### src/rtl/clk_div_mon_pkg.sv
// -----------------------------------------------------------------------------
// clk_div_mon_pkg
// Shared types and helpers for the quadrature clock-pair monitor.
//   mon_state_e    : monitor FSM states
//   sample_class_e : classification of one {clk0, clk90} sample against the
//                    previous one
//   cnt_width()    : width needed to hold a count of 0..max_val
// -----------------------------------------------------------------------------
package clk_div_mon_pkg;

  typedef enum logic [1:0] {
    IDLE    = 2'd0,
    ACQUIRE = 2'd1,
    LOCKED  = 2'd2,
    FAULT   = 2'd3
  } mon_state_e;

  typedef enum logic [1:0] {
    GOOD  = 2'd0,
    STUCK = 2'd1,
    HALF  = 2'd2
  } sample_class_e;

  function automatic int cnt_width(input int max_val);
    return (max_val < 1) ? 1 : $clog2(max_val + 1);
  endfunction

  localparam int LOCK_CNT_DEF = 8;
  localparam int GOOD_CNT_W   = $clog2(LOCK_CNT_DEF + 1);

endpackage

### src/rtl/clk_div_monitor_if.sv
// -----------------------------------------------------------------------------
// clk_div_monitor_if
// Bundles the observed divider signals and the monitor status outputs.
//   clk0_i, clk90_i : divided quadrature pair, sampled as data
//   div_rst_i       : divider released (high = running)
//   locked_o        : pair toggling legally
//   fault_o         : sticky fault
//   phase_o         : clk0^clk90 captured at lock
//   err_cnt_o       : saturating bad-sample count
// Modports: master = divider side / stimulus, slave = the monitor.
// -----------------------------------------------------------------------------
interface clk_div_monitor_if #(
  parameter int ERR_W = 8
);
  logic             clk0_i;
  logic             clk90_i;
  logic             div_rst_i;
  logic             locked_o;
  logic             fault_o;
  logic             phase_o;
  logic [ERR_W-1:0] err_cnt_o;

  modport master (
    output clk0_i, clk90_i, div_rst_i,
    input  locked_o, fault_o, phase_o, err_cnt_o
  );

  modport slave (
    input  clk0_i, clk90_i, div_rst_i,
    output locked_o, fault_o, phase_o, err_cnt_o
  );
endinterface

### src/rtl/clk_div_mon_classify.sv
// -----------------------------------------------------------------------------
// clk_div_mon_classify
// Holds the previous sample p and classifies the current sample s:
//   GOOD  : both bits toggled (s == ~p)
//   STUCK : no bit toggled    (s == p)
//   HALF  : exactly one bit toggled
// Ports:
//   clk_i   : full-rate clock
//   rst_i   : synchronous active-high reset (p -> 2'b00)
//   s_i     : current {clk0, clk90} sample
//   class_o : classification of s_i against p
// -----------------------------------------------------------------------------
module clk_div_mon_classify
  import clk_div_mon_pkg::*;
(
  input  logic          clk_i,
  input  logic          rst_i,
  input  logic [1:0]    s_i,
  output sample_class_e class_o
);

  logic [1:0] p_q;

  // p tracks every sample, including the one seen on ACQUIRE entry, so the
  // first classified sample in ACQUIRE is compared against real data.
  always_ff @(posedge clk_i) begin
    if (rst_i) p_q <= 2'b00;
    else       p_q <= s_i;
  end

  always_comb begin
    class_o = HALF;
    if (s_i == ~p_q)      class_o = GOOD;
    else if (s_i == p_q)  class_o = STUCK;
  end

endmodule

### src/rtl/clk_div_monitor.sv
// -----------------------------------------------------------------------------
// clk_div_monitor
// Checks the half-rate quadrature pair from the LP clock divider by sampling
// it as data in the full-rate domain. Acquires lock on LOCK_CNT consecutive
// legal toggles, declares a sticky fault after LOSS_CNT consecutive bad
// samples while locked, and keeps a saturating error count.
// Ports:
//   clk_i : full-rate clock
//   rst_i : synchronous active-high reset
//   mon   : clk_div_monitor_if.slave (pair in, div_rst_i in, status out)
// Optional build macro CLK_DIV_MON_TIMEOUT_EN: adds an ACQUIRE timer that
// faults after TIMEOUT cycles without lock (counted once in err_cnt).
//
// state   | meaning
// --------+------------------------------------------------------------
// IDLE    | divider held in reset; waiting for div_rst_i
// ACQUIRE | counting consecutive good samples toward LOCK_CNT
// LOCKED  | pair legal; counting bad runs toward LOSS_CNT
// FAULT   | sticky fault until div_rst_i low or rst_i
// -----------------------------------------------------------------------------
module clk_div_monitor
  import clk_div_mon_pkg::*;
#(
  parameter int LOCK_CNT = LOCK_CNT_DEF,
  parameter int LOSS_CNT = 2,
  parameter int ERR_W    = 8,
  parameter int TIMEOUT  = 64
) (
  input  logic              clk_i,
  input  logic              rst_i,
  clk_div_monitor_if.slave  mon
);

  localparam int GOOD_W = (LOCK_CNT == LOCK_CNT_DEF) ? GOOD_CNT_W : cnt_width(LOCK_CNT);
  localparam int BAD_W  = cnt_width(LOSS_CNT);
  localparam logic [GOOD_W-1:0] GOOD_LAST = GOOD_W'(LOCK_CNT - 1);
  localparam logic [BAD_W-1:0]  BAD_LAST  = BAD_W'(LOSS_CNT - 1);

  if (LOCK_CNT < 1 || LOCK_CNT > 255 || LOSS_CNT < 1 || LOSS_CNT > 15 ||
      ERR_W < 1 || TIMEOUT < 1) begin : g_param_check
    $error("clk_div_monitor: parameter out of range");
  end

  logic [1:0]    s;
  sample_class_e cls;
  logic          is_good;

  assign s       = {mon.clk0_i, mon.clk90_i};
  assign is_good = (cls == GOOD);

  clk_div_mon_classify u_classify (
    .clk_i   (clk_i),
    .rst_i   (rst_i),
    .s_i     (s),
    .class_o (cls)
  );

  mon_state_e        state_q, state_d;
  logic [GOOD_W-1:0] good_q, good_d;
  logic [BAD_W-1:0]  bad_q, bad_d;
  logic              locked_q, locked_d;
  logic              fault_q, fault_d;
  logic              phase_q, phase_d;
  logic [ERR_W-1:0]  err_q, err_d;
  logic              err_inc;

`ifdef CLK_DIV_MON_TIMEOUT_EN
  localparam int TMR_W = cnt_width(TIMEOUT);
  localparam logic [TMR_W-1:0] TMR_LOAD = TMR_W'(TIMEOUT - 1);
  logic [TMR_W-1:0] tmr_q, tmr_d;
`endif

  always_ff @(posedge clk_i) begin
    if (rst_i) begin
      state_q  <= IDLE;
      good_q   <= '0;
      bad_q    <= '0;
      locked_q <= 1'b0;
      fault_q  <= 1'b0;
      phase_q  <= 1'b0;
      err_q    <= '0;
`ifdef CLK_DIV_MON_TIMEOUT_EN
      tmr_q    <= '0;
`endif
    end else begin
      state_q  <= state_d;
      good_q   <= good_d;
      bad_q    <= bad_d;
      locked_q <= locked_d;
      fault_q  <= fault_d;
      phase_q  <= phase_d;
      err_q    <= err_d;
`ifdef CLK_DIV_MON_TIMEOUT_EN
      tmr_q    <= tmr_d;
`endif
    end
  end

  always_comb begin
    state_d  = state_q;
    good_d   = good_q;
    bad_d    = bad_q;
    locked_d = locked_q;
    fault_d  = fault_q;
    phase_d  = phase_q;
    err_inc  = 1'b0;
`ifdef CLK_DIV_MON_TIMEOUT_EN
    tmr_d    = tmr_q;
`endif

    if (!mon.div_rst_i) begin
      // Divider back in reset: drop status but keep err_cnt history.
      state_d  = IDLE;
      good_d   = '0;
      bad_d    = '0;
      locked_d = 1'b0;
      fault_d  = 1'b0;
    end else begin
      unique case (state_q)
        IDLE: begin
          // This cycle's sample only seeds p; classification starts next cycle.
          state_d = ACQUIRE;
          good_d  = '0;
          bad_d   = '0;
`ifdef CLK_DIV_MON_TIMEOUT_EN
          tmr_d   = TMR_LOAD;
`endif
        end

        ACQUIRE: begin
          if (is_good) begin
            if (good_q == GOOD_LAST) begin
              state_d  = LOCKED;
              locked_d = 1'b1;
              phase_d  = s[1] ^ s[0];
              good_d   = '0;
            end else begin
              good_d = good_q + 1'b1;
            end
          end else begin
            good_d = '0;
          end
`ifdef CLK_DIV_MON_TIMEOUT_EN
          // Locking on the final timer cycle wins over the timeout.
          if (state_d == ACQUIRE) begin
            if (tmr_q == '0) begin
              state_d = FAULT;
              fault_d = 1'b1;
              err_inc = 1'b1;
            end else begin
              tmr_d = tmr_q - 1'b1;
            end
          end
`endif
        end

        LOCKED: begin
          if (is_good) begin
            bad_d = '0;
          end else begin
            err_inc = 1'b1;
            if (bad_q == BAD_LAST) begin
              state_d  = FAULT;
              locked_d = 1'b0;
              fault_d  = 1'b1;
              bad_d    = '0;
            end else begin
              bad_d = bad_q + 1'b1;
            end
          end
        end

        FAULT: begin
          // Keep counting bad samples so err_cnt reflects the full fault.
          if (!is_good) err_inc = 1'b1;
        end

        default: state_d = IDLE;
      endcase
    end

    err_d = (err_inc && (err_q != {ERR_W{1'b1}})) ? err_q + 1'b1 : err_q;
  end

  assign mon.locked_o  = locked_q;
  assign mon.fault_o   = fault_q;
  assign mon.phase_o   = phase_q;
  assign mon.err_cnt_o = err_q;

endmodule

### src/flat_wrapper.sv
// flat-port wrapper written by rule: the top's interface ports become plain ports
module clk_div_monitor_flat import clk_div_mon_pkg::*;
#(
  parameter int LOCK_CNT = LOCK_CNT_DEF,
  parameter int LOSS_CNT = 2,
  parameter int ERR_W    = 8,
  parameter int TIMEOUT  = 64
)
  (clk_i, rst_i, mon_clk0_i, mon_clk90_i, mon_div_rst_i, mon_locked_o, mon_fault_o, mon_phase_o, mon_err_cnt_o);
  clk_div_monitor_if #(.ERR_W(ERR_W)) mon_i ();
  input  logic clk_i;
  input  logic rst_i;
  input wire logic [$bits(mon_i.clk0_i)-1:0] mon_clk0_i;
  input wire logic [$bits(mon_i.clk90_i)-1:0] mon_clk90_i;
  input wire logic [$bits(mon_i.div_rst_i)-1:0] mon_div_rst_i;
  output wire logic [$bits(mon_i.locked_o)-1:0] mon_locked_o;
  output wire logic [$bits(mon_i.fault_o)-1:0] mon_fault_o;
  output wire logic [$bits(mon_i.phase_o)-1:0] mon_phase_o;
  output wire logic [$bits(mon_i.err_cnt_o)-1:0] mon_err_cnt_o;
  assign mon_i.clk0_i = mon_clk0_i;
  assign mon_i.clk90_i = mon_clk90_i;
  assign mon_i.div_rst_i = mon_div_rst_i;
  assign mon_locked_o = mon_i.locked_o;
  assign mon_fault_o = mon_i.fault_o;
  assign mon_phase_o = mon_i.phase_o;
  assign mon_err_cnt_o = mon_i.err_cnt_o;
  clk_div_monitor #(.LOCK_CNT(LOCK_CNT), .LOSS_CNT(LOSS_CNT), .ERR_W(ERR_W), .TIMEOUT(TIMEOUT)) u_core (.clk_i(clk_i), .rst_i(rst_i), .mon(mon_i));
endmodule
### config.mk
export PLATFORM = sky130hd
export DESIGN_NAME = clk_div_monitor_flat
export DESIGN_NICKNAME = d
export VERILOG_FILES = /design/src/rtl/clk_div_mon_pkg.sv /design/src/rtl/clk_div_monitor_if.sv /design/src/rtl/clk_div_mon_classify.sv /design/src/rtl/clk_div_monitor.sv /design/src/flat_wrapper.sv
export SDC_FILE = /design/constraint.sdc
export NUM_CORES = 1
export LEC_CHECK = 0
export ABC_AREA = 1
export CORE_MARGIN = 2
export CORE_UTILIZATION = 57
export CTS_BUF_LIST = sky130_fd_sc_hd__clkbuf_4 sky130_fd_sc_hd__clkbuf_8 sky130_fd_sc_hd__clkbuf_16
export DETAILED_ROUTE_END_ITERATION = 8
export PLACE_DENSITY = 0.82
export SLEW_MARGIN = 20
export SYNTH_ARGS = -nofsm -noshare
export SYNTH_HDL_FRONTEND = slang
export SYNTH_SLANG_ARGS = --single-unit
export TNS_END_PERCENT = 100
### constraint.sdc
create_clock -name clk_i -period 3.26 [get_ports clk_i]
set_input_delay 0.326 -clock clk_i [delete_from_list [all_inputs] [get_ports clk_i]]
set_output_delay 0.326 -clock clk_i [all_outputs]
set_load 0.01 [all_outputs]
# Word level (Yosys, flattened, before mapping)

Index checks and enable logic that the tools add are counted.

Register bits: 21
Bits of input ports: 5
Logic and storage cells: 61

$add $sub $neg: 3
Equal/unequal tests: 12
Muxes and demuxes: 21
Bitwise gates (word level): 4
Reductions and logical operators: 13

Operator list:

| cell                                                                     | count |
|---|---|
| 2-bit two-way mux                                                        | 8 |
| 5-bit AND reduction                                                      | 2 |
| 8-bit by 1-bit adder with 8-bit output (second input constant)           | 1 |
| 4-bit two-way mux                                                        | 2 |
| 8-bit inequality test (second input constant)                            | 1 |
| 4-bit one-hot mux with 2 select lines                                    | 1 |
| 1-bit two-way mux                                                        | 7 |
| 2-bit by 1-bit inequality test with 1-bit output (second input constant) | 3 |
| 2-bit one-hot mux with 3 select lines                                    | 1 |
| 2-bit nonzero test                                                       | 3 |
| 4-bit by 1-bit adder with 4-bit output (second input constant)           | 1 |
| 2-bit by 1-bit == test with 1-bit output (second input constant)         | 2 |
| 2-bit == test                                                            | 2 |
| 2-bit == test (second input constant)                                    | 2 |
| 4-bit by 3-bit == test with 1-bit output (second input constant)         | 1 |
| 2-bit logical NOT                                                        | 2 |
| 2-bit one-hot mux with 2 select lines                                    | 1 |
| 4-bit AND reduction                                                      | 1 |
| 2-bit OR reduction                                                       | 2 |
| 3-bit AND reduction                                                      | 1 |
| 3-bit nonzero test                                                       | 1 |
| 2-bit by 1-bit adder with 2-bit output (second input constant)           | 1 |
| 2-bit inequality test (second input constant)                            | 1 |
| 1-bit inverter                                                           | 2 |
| 4 further kinds                                                          | 4 |

# Longest topological paths before layout

Gate-level depths: netlist of the first run.

Depth in word-level cells: 8
Gate-level depth with buffers: 10
Depth with buffers taken out: 10

# Modules after synthesis

A second synthesis of the first run with hierarchy kept.

Cells, all modules: 183
Area, all modules: 1,187.4 um^2

By module, submodules not included:

| module               | instances | cells an instance | area an instance (um^2) | seq. area each (um^2) |
|---|---|---|---|---|
| clk_div_monitor      | 1         | 158               | 1,061.0                 | 380.4 |
| clk_div_mon_classify | 1         | 25                | 126.4                   | 40.0 |

# Worst setup path before layout of the first run

No wires, ideal clock.

Kind: register -> register
From: register u_core.err_q[0], in the netlist u_core.mon.err_cnt_o[0]
To: register u_core.err_q[5], in the netlist u_core.mon.err_cnt_o[5]
Setup time: 0.133 ns
Data arrival time: 1.195 ns
Data required time: 3.127 ns
Setup slack: 1.932 ns
Cell stages (with the launch flop): 9
Path through: dfxtp_1 ha_1 nand2_1 nor2_2 nand2_1 nand3_4 inv_4 nand2_1 a21oi_2

Word-level cells in the longest chain between the ends: 2
Elaborated cells on any way between the ends: 3
Those cells by class: add/sub (1); eq/ne (1); reduce/logical (1)

Ends and longest elaborated chain:

| what                                                                           | RTL line              | text |
|---|---|---|
| from (decl)                                                                    | clk_div_monitor.sv:64 | `logic [ERR_W-1:0] err_q, err_d;` |
| from (signal assigned)                                                         | clk_div_monitor.sv:92 | `err_q <= err_d;` |
| branches (longest 2 deep; another with 8-bit by 1-bit adder with 8-bit output) | -                     |  |

Several ways; the timed one is not identified.
A chain may end at the register's enable or synchronous reset.

# Final worst setup path of the first run

From: register u_core.err_q[5], in the netlist u_core.mon.err_cnt_o[5]
To: output mon_err_cnt_o[5]

RTL lines:

| what      | RTL line           | text |
|---|---|---|
| to (decl) | flat_wrapper.sv:19 | `output wire logic [$bits(mon_i.err_cnt_o)-1:0] mon_err_cnt_o;` |

No word-level cell between the ends.

==> results.cfg, run 1 <==
[place]
numPortBuffers = 15
gp_congestion = 0.880
dp_hpwl_um = 1700
place_inst = 209
placed_area_um2 = 1350

[power]
p_leak_nw = 0.573
vdd_drop_max_mv = 0.501
power_density_nw_per_um2 = 528

[global_route]
grt_pass1_vias = 976
grt_max_degree = 13
grt_usage_pct = 20.5
antenna_found_initial = 0
overflow = 0
grt_first_pass_wirelength_um = 3910

[clock_tree]
cts-resized-gates = 0
clock_sinks = 21
cts_made_buffers = 3
cts_hold_buf = 0
clk_latency_ns = 0.29
cts.htree.levels = 1
cts_tree = done
cts_setup_buffers = 0
cts.clk_slew.worst_paths_ns = 0.11
clk_path_buf_depth = 2
cts-root-buf = clkbuf_4

[final_layout]
layout.nets = 199
final_area_um2 = 1380
final_layout_size_suffix_gt1_share_pct = 10.8
area.growth.synth_to_final_pct = 17.9
n_fill_cell = 170
post-route-util_pct = 71.3
final_cells = 213
antenna_cells = 0

[critical_path]
slowest_delay_ns = 0.58
crit_type = flip-flop to primary output
cp_cell_sequence = clkdlybuf4s50_1
crit_fanout = 6
cp.required_ns = 2.93
crit_buf_inv = 1
crit_family = buffers and inverters
reg2reg_depth = 8
endpoint_kind = primary output
reg2reg_slack_ns = 1.73
cp.arrival_ns = 1.31
r2r_end = u_core.mon.err_cnt_o[2]
worstSetupStartpointType = flip-flop
r2r_start = u_core.state_q[0]
cp_slowest_cell = clkdlybuf4s50_1

[sta]
finalHoldViolCount = 0
fin_setup_tns_ns = 0
finalSetupViolCount = 0
fin_skew_ns = 0.00469
drv_slew = 0
fin_crit_ns = 1.64
max_freq_ghz = 0.610
rsz0062_at_grt = no
worst_hold_slack_ns = 0.445
tightest_slew_ns = 0.520
finalCritPeriodShare_pct = 50.3
slew_headroom_pct = 65.2

[synth]
yosysWarnings = 0
avgSynthCellArea_um2 = 6.99
synth_area_leaders = dfxtp_1 (36%), nand2_1 (16%), ha_1 (7.5%)
async_reset_ff_share_pct = 0
syn-instance-count = 168
synthFlopType = dfxtp_1
synth_area_um2 = 1170
yosysTopAreaCellShare_pct = 35.8
yosys.area.top_type = dfxtp_1
synth_edf_count = 0
syn_nets = 180
yosysMostFrequentCell = nand2_1
synth_seq_cells = 21
synth.distinct_cells = 23
seq_area_frac_synth_pct = 35.8
synth_common_cells = nand2_1 (50), dfxtp_1 (21), inv_1 (21)

[outcome]
status = finished, final reports clean

[worst_hold_path]
min_path_cells = 2
holdCritStartpoint = u_core.bad_q[1]
hold_path.class = flip-flop to flip-flop
worstHoldEndpoint = u_core.bad_q[1]

[detailed_routing]
vias = 1020
first_pass_iters = 4
drt.antenna.violating_nets = 0
wl_per_cell_um = 9.78
drt-total-wl_um = 2080
drc = 0
vias_per_cell = 4.79
drt_iter0_drc = 17

[flow_run]
maxCapViolCount = 0

[floorplan]
start_util_pct = 60.4
fp.dieW_um = 49.4
pin_count = 16
die_h_um = 49.4
core_um2 = 1940
die_area_um2 = 2440
fp-row-count = 16
cell usage in the layout, fill, tap and decap left out, drive strengths merged:
master,netlist,routed
a21oi,12,12
a31oi,1,1
clkbuf,1,4
clkdlybuf4s50,0,15
dfxtp,21,21
ha,7,7
inv,24,24
nand2,55,55
nand3,8,8
nand3b,1,1
nand4,2,2
nor2,22,22
nor3,3,3
o21a,1,1
o21ai,2,2
xnor2,2,2
xor2,6,6
metrics by stage:
step | setup WS (ns) | power [W]
final | 1.62 | 0.000730
after global routing | 1.56 | 0.000804
after CTS | 1.60 | 0.000735
after detailed placement | 1.36 | 0.000607
after global placement | 1.47 | 0.000596
after floorplan | 1.93 | 0.000540
logic make-up (layout without fill, tap and decap cells):
kind of cell               count (synthesis)  in the layout  share of synthesized area [%]
AOI/OAI and AO/OA                         16             16                           8.10
xor gates and xnor gates                   8              8                           5.97
adders and majority gates                  7              7                           7.46
buffers and inverters                     25             43                           8.21
DFF                                       21             21                           35.8
and+or+nand+nor                           91             91                           34.4
state kept, by name, summed over array words and instances, names as in the netlist:
name,cells
u_core.mon.fault_o,1
u_core.good_q,4
u_core.state_q,2
u_core.mon.phase_o,1
u_core.bad_q,2
u_core.mon.err_cnt_o,8
u_core.u_classify.p_q,2
u_core.mon.locked_o,1
worst max-delay path by stage:
stage / from / to / slack [ns] / cells past startpoint
floorplan: u_core.mon.err_cnt_o[0] / u_core.mon.err_cnt_o[5] / 1.93 / 8
global placement: rst_i / u_core.good_q[0] / 1.47 / 4
detailed placement: rst_i / u_core.good_q[0] / 1.36 / 4
CTS: u_core.mon.err_cnt_o[5] / mon_err_cnt_o[5] / 1.60 / 1
global route: u_core.mon.err_cnt_o[5] / mon_err_cnt_o[5] / 1.56 / 1
finish: u_core.mon.err_cnt_o[5] / mon_err_cnt_o[5] / 1.62 / 1
area by class of cell:
| class | instances | area, um2 | area share (%) |
|---|---|---|---|
| Tap cell | 27 | 33.8 | 2.44 |
| Multi-Input combinational cell | 122 | 657 | 47.5 |
| Inverter | 24 | 92.6 | 6.69 |
| Clock buffer | 4 | 30.0 | 2.17 |
| Timing Repair Buffer | 15 | 150 | 10.8 |
| Sequential cell | 21 | 420 | 30.4 |
layer usage:
metal	up-vias	global-route usage, %	routed length, um
li1	557	-	-
met1	447	26.7	1040
met2	14	34.0	961
met3	2	3.68	60
met4	0	7.41	19
met5	-	0	0
where the power goes:
part / total, W / switching [W] / internal (W)
registers: 0.000293 / 0.0000166 / 0.000276
clock network: 0.000129 / 0.0000732 / 0.0000558
logic: 0.000309 / 0.000195 / 0.000114
total: 0.000730 / 0.000285 / 0.000446
No activity file was read; power rests on OpenSTA's default activity.
==> run 2, diff against run 1 <==
--- a/config.mk
+++ b/config.mk
@@ -7,10 +7,10 @@
 export LEC_CHECK = 0
 export ABC_AREA = 1
 export CORE_MARGIN = 2
-export CORE_UTILIZATION = 57
+export CORE_UTILIZATION = 53
 export CTS_BUF_LIST = sky130_fd_sc_hd__clkbuf_4 sky130_fd_sc_hd__clkbuf_8 sky130_fd_sc_hd__clkbuf_16
 export DETAILED_ROUTE_END_ITERATION = 8
-export PLACE_DENSITY = 0.82
+export PLACE_DENSITY = 0.77
 export SLEW_MARGIN = 20
 export SYNTH_ARGS = -nofsm -noshare
 export SYNTH_HDL_FRONTEND = slang
==> constraint.sdc (replaced) <==
create_clock -name clk_i -period 1.64 [get_ports clk_i]
set_input_delay 0.164 -clock clk_i [delete_from_list [all_inputs] [get_ports clk_i]]
set_output_delay 0.164 -clock clk_i [all_outputs]
set_load 0.01 [all_outputs]
==> run 2 against run 1 <==
- hold slack worse by 0.00067 ns
- die area up 6.9%
- cell count up 1.4%
- largest power group unchanged
- non-clock buffer count up 2
- highest routed layer unchanged
- critical path type unchanged
- final area up 1.4%
- critical path depth unchanged
- setup slack worse by 1.5 ns
- clock power up 110%
- sequential share of layout area down 0.41 points
- combinational power up 110%
- first-iteration DRC count up 41%
==> results.cfg, run 2 (same netlist as run 1, synthesis figures left out) <==
[clock_tree]
clk_latency_ns = 0.30
cts-root-buf = clkbuf_4
cts_made_buffers = 3
cts.htree.levels = 1
clk_path_buf_depth = 2
clock_sinks = 21
cts_setup_buffers = 0
cts_hold_buf = 0
cts_tree = done
cts.clk_slew.worst_paths_ns = 0.12

[floorplan]
fp.dieW_um = 51.1
die_h_um = 51.1
die_area_um2 = 2610
start_util_pct = 54.6
core_um2 = 2150
fp-row-count = 17
pin_count = 16

[place]
gp_congestion = 0.811
place_inst = 212
numPortBuffers = 15
dp_hpwl_um = 1960

[power]
vdd_drop_max_mv = 0.838
intPower_w = 0.000910
clock_power_share_pct = 17.9
swShare_pct = 39.1
p_leak_nw = 0.582
switching_power_w = 0.000583
p_seq_share_pct = 39.2
power_density_nw_per_um2 = 1060
pwr-share-comb_pct = 42.8

[critical_path]
cp.depth = 1
reg2reg_slack_ns = 0.14
worstSetupStartpointType = flip-flop
cp_cell_sequence = clkdlybuf4s50_1
crit_type = flip-flop to primary output
cp.arrival_ns = 1.34
crit_fanout = 5
reg2reg_depth = 6
crit_family = buffers and inverters
endpoint_kind = primary output
slowest_delay_ns = 0.58
cp_slowest_cell = clkdlybuf4s50_1
cp.required_ns = 1.48
crit_buf_inv = 1

[global_route]
grt_pass1_vias = 1046
grt_usage_pct = 21.7
grt_first_pass_wirelength_um = 4280
antenna_found_initial = 0
overflow = 0
grt_max_degree = 12

[outcome]
status = finished, final reports clean

[final_layout]
layout.nets = 201
antenna_cells = 0
final_cells = 216
seq_area_um2 = 420
n_fill_cell = 203
area.growth.synth_to_final_pct = 19.5
final_common_cell = nand2_1
final_layout_size_suffix_gt1_share_pct = 12.2
largest_reg_flops = 8
multi_input_area_um2 = 659
layout_common_cells = nand2_1 (50), inv_1 (21), dfxtp_1 (21)

[detailed_routing]
drt-total-wl_um = 2430
vias = 1102
vias_per_cell = 5.10
wl_per_cell_um = 11.2
first_pass_iters = 4
drt.antenna.violating_nets = 0
drc = 0
drt_iter0_drc = 24

[sta]
finalCritPeriodShare_pct = 91.7
finalSetupViolCount = 0
drv_slew = 0
tightest_slew_ns = 0.453
rsz0062_at_grt = no
worst_hold_slack_ns = 0.444
max_freq_ghz = 0.665
fin_crit_ns = 1.50
fin_setup_tns_ns = 0
slew_headroom_pct = 69.7
fin_skew_ns = 0.00465
finalHoldViolCount = 0

[flow_run]
maxCapViolCount = 0

[worst_hold_path]
min_path_cells = 2
hold_path.class = flip-flop to flip-flop
-- run 2: cell types whose count changed in the layout (fill, tap and decap cells not counted) --
cell / previous run / this run
buf_4: 0 / 2
ha_1: 7 / 6
ha_2: 0 / 1
-- run 2: layout make-up --
cell class	instances	area share (%)
Multi-Input combinational cell	122	47.0
Timing Repair Buffer	17	11.8
Sequential cell	21	30.0
Inverter	24	6.60
Tap cell	28	2.50
Clock buffer	4	2.14
-- run 2: per-layer routing --
metal / up-vias / track usage (%) / share of wire, %
met1: 512 / 25.2 / 45
met5: - / 0 / 0
li1: 561 / - / -
met2: 21 / 37.9 / 50
met4: 0 / 10.8 / 2.7
met3: 8 / 4.09 / 2.7
-- run 2: path summary, 6_finish.rpt --
| path | from | to |
|---|---|---|
| max | u_core.mon.err_cnt_o[6] | mon_err_cnt_o[6] |
| min | u_core.bad_q[1] | u_core.bad_q[1] |
| max reg2reg | u_core.state_q[1] | u_core.good_q[0] |
| min reg2reg | u_core.bad_q[1] | u_core.bad_q[1] |
-- run 2: metrics by stage --
| stage | cell area, um2 | setup WS, ns | util [%] | total power, W |
|---|---|---|---|---|
| after detailed placement | 1370 | 0.110 | 63.8 | 0.00124 |
| after global placement | 1370 | 0.167 | 63.8 | 0.00121 |
| after CTS | 1400 | 0.130 | 65.2 | 0.00150 |
| after floorplan | 1170 | 0.312 | - | 0.00107 |
| after global routing | 1400 | 0.00984 | 65.3 | 0.00164 |
| final | 1400 | 0.137 | 65.3 | 0.00149 |
-- run 2: power groups by stage --
stage	sequential [W]	clock, W	combinational, W
floorplan	0.000592	0	0.000481
CTS	0.000585	0.000275	0.000643
finish	0.000586	0.000268	0.000639
detailed placement	0.000596	0	0.000639
global route	0.000592	0.000302	0.000747
global placement	0.000592	0	0.000616
-- run 2: repair_timing --
| item | CTS | global route |
|---|---|---|
| gates resized for setup | 0 | 1 |
| endpoints found under the setup margin | 0 | 2 |
| hold endpoints to repair | 0 | 0 |
==> run 3, diff against run 2 <==
--- a/config.mk
+++ b/config.mk
@@ -6,9 +6,9 @@
 export NUM_CORES = 1
 export LEC_CHECK = 0
 export ABC_AREA = 1
-export CORE_MARGIN = 2
+export CORE_MARGIN = 3
 export CORE_UTILIZATION = 53
-export CTS_BUF_LIST = sky130_fd_sc_hd__clkbuf_4 sky130_fd_sc_hd__clkbuf_8 sky130_fd_sc_hd__clkbuf_16
+export CTS_BUF_LIST = sky130_fd_sc_hd__clkbuf_16
 export DETAILED_ROUTE_END_ITERATION = 8
 export PLACE_DENSITY = 0.77
 export SLEW_MARGIN = 20
==> run 3 against run 2 <==
- first-iteration DRC count fell by 46%
- final area rose by 3.6%
- sequential share of layout area is 1.0 points lower
- clock power is 88% higher
- cell count shrank 0.46%
- critical path depth grew 8
- highest routed layer unchanged
==> results.cfg, run 3 (same netlist as run 1, synthesis figures left out) <==
[floorplan]
fp-row-count = 16
fp.dieW_um = 53.1
core_um2 = 2020
die_h_um = 53.1
die_area_um2 = 2810
start_util_pct = 58.0
pin_count = 16

[power]
finalPower_w = 0.00173
p_leak_nw = 0.606
vdd_drop_max_mv = 0.712
power_density_nw_per_um2 = 1190

[critical_path]
cp_slowest_cell = dfxtp_1
cp.arrival_ns = 1.61
worstSetupStartpointType = flip-flop
crit_fanout = 4
crit_buf_inv = 3
slowest_delay_ns = 0.33
endpoint_kind = flip-flop
crit_type = flip-flop to flip-flop
cpMostUsedCell = inv_1
reg2reg_slack_ns = 0.19
cp_cell_sequence = inv_1 > ha_1 > inv_1 > nor2_1 > nor2_2 > nand3_1 > nand2_1 > inv_1 > nor2_1
cp.required_ns = 1.79
crit_family = simple AND/OR/NAND/NOR gates

[clock_tree]
clk_latency_ns = 0.25
cts.clk_slew.worst_paths_ns = 0.06
clock_sinks = 21
cts_made_buffers = 3
cts.htree.levels = 1
cts_tree = done
cts_hold_buf = 0
cts-root-buf = clkbuf_16
clk_path_buf_depth = 2

[final_layout]
layout.nets = 201
layout_common_cells = nand2_1 (50), inv_1 (22), dfxtp_1 (21)
largest_reg_flops = 8
final_common_cell = nand2_1
area.growth.synth_to_final_pct = 23.8
antenna_cells = 0
final_area_um2 = 1450
final_cells = 215
final_layout_size_suffix_gt1_share_pct = 12.2

[sta]
finalSetupViolCount = 0
max_freq_ghz = 0.688
tightest_slew_ns = 0.264
drv_slew = 0
fin_skew_ns = 0.00334
fin_crit_ns = 1.45
finalHoldViolCount = 0
slew_headroom_pct = 82.4
finalCritPeriodShare_pct = 88.6
rsz0062_at_grt = no
fin_setup_tns_ns = 0

[place]
placed_area_um2 = 1370
place_inst = 211
dp_hpwl_um = 1840
numPortBuffers = 15
gp_congestion = 0.838

[detailed_routing]
drt.antenna.violating_nets = 0
wl_per_cell_um = 11.2
drc = 0
first_pass_iters = 4
drt_iter0_drc = 13
drt-total-wl_um = 2420
vias_per_cell = 5.04
vias = 1083

[global_route]
antenna_found_initial = 0
grt_usage_pct = 20.1
grt_first_pass_wirelength_um = 4170
grt_max_degree = 12
grt_pass1_vias = 974
overflow = 0

[worst_hold_path]
hold_path.class = flip-flop to flip-flop

[flow_run]
maxCapViolCount = 0

[outcome]
status = finished, final reports clean
## run 3: changes by cell type in the layout (fill, tap and decap cells not counted), sizes merged
cell	before	now
clkbuf	4	3
inv	24	25
## run 3: where the power goes
part	internal, W	switching (W)
registers	0.000549	0.0000365
clock network	0.000325	0.000179
logic	0.000236	0.000402
total	0.00111	0.000617
## run 3: through the flow
step | setup WS, ns | utilization (%) | hold WS, ns
2_1_floorplan | 0.312 | - | 0.233
3_3_place_gp | 0.165 | 67.7 | 0.431
3_5_place_dp | 0.140 | 67.7 | 0.450
4_1_cts | 0.142 | 71.6 | 0.458
5_1_grt | 0.0387 | 71.8 | 0.476
6_report | 0.187 | 71.8 | 0.450
## run 3: worst paths after layout
kind,start,endpoint,depth (start not counted)
max,u_core.state_q[1],u_core.state_q[1],9
min,u_core.bad_q[1],u_core.bad_q[1],2
max reg2reg,u_core.state_q[1],u_core.state_q[1],9
min reg2reg,u_core.bad_q[1],u_core.bad_q[1],2
## run 3: cell type report
cell class / instances / area (um2)
Multi-Input combinational cell: 122 / 662
Sequential cell: 21 / 420
Clock buffer: 3 / 75.1
Tap cell: 27 / 33.8
Timing Repair Buffer: 17 / 165
Inverter: 24 / 92.6
Clock inverter: 1 / 3.75
Fill cell: 196 / 569
## run 3: what timing repair did
item	in CTS	in global routing
buffers inserted	0	0
endpoints found under the setup margin	0	4
gates resized for setup	0	2
endpoints found under the hold margin	0	0
## run 3: routing by layer
layer	vias to the layer above	global-route usage, %	wire, um
met4	0	6.38	18
met3	4	3.38	69
li1	562	-	-
met5	-	0	0
met2	14	33.1	1130
met1	503	26.4	1200
## run 3: worst min-delay path: stages (launching register included)
cell,delay (ns)
dfxtp_1,0.29
inv_1,0.06
nor2_1,0.05
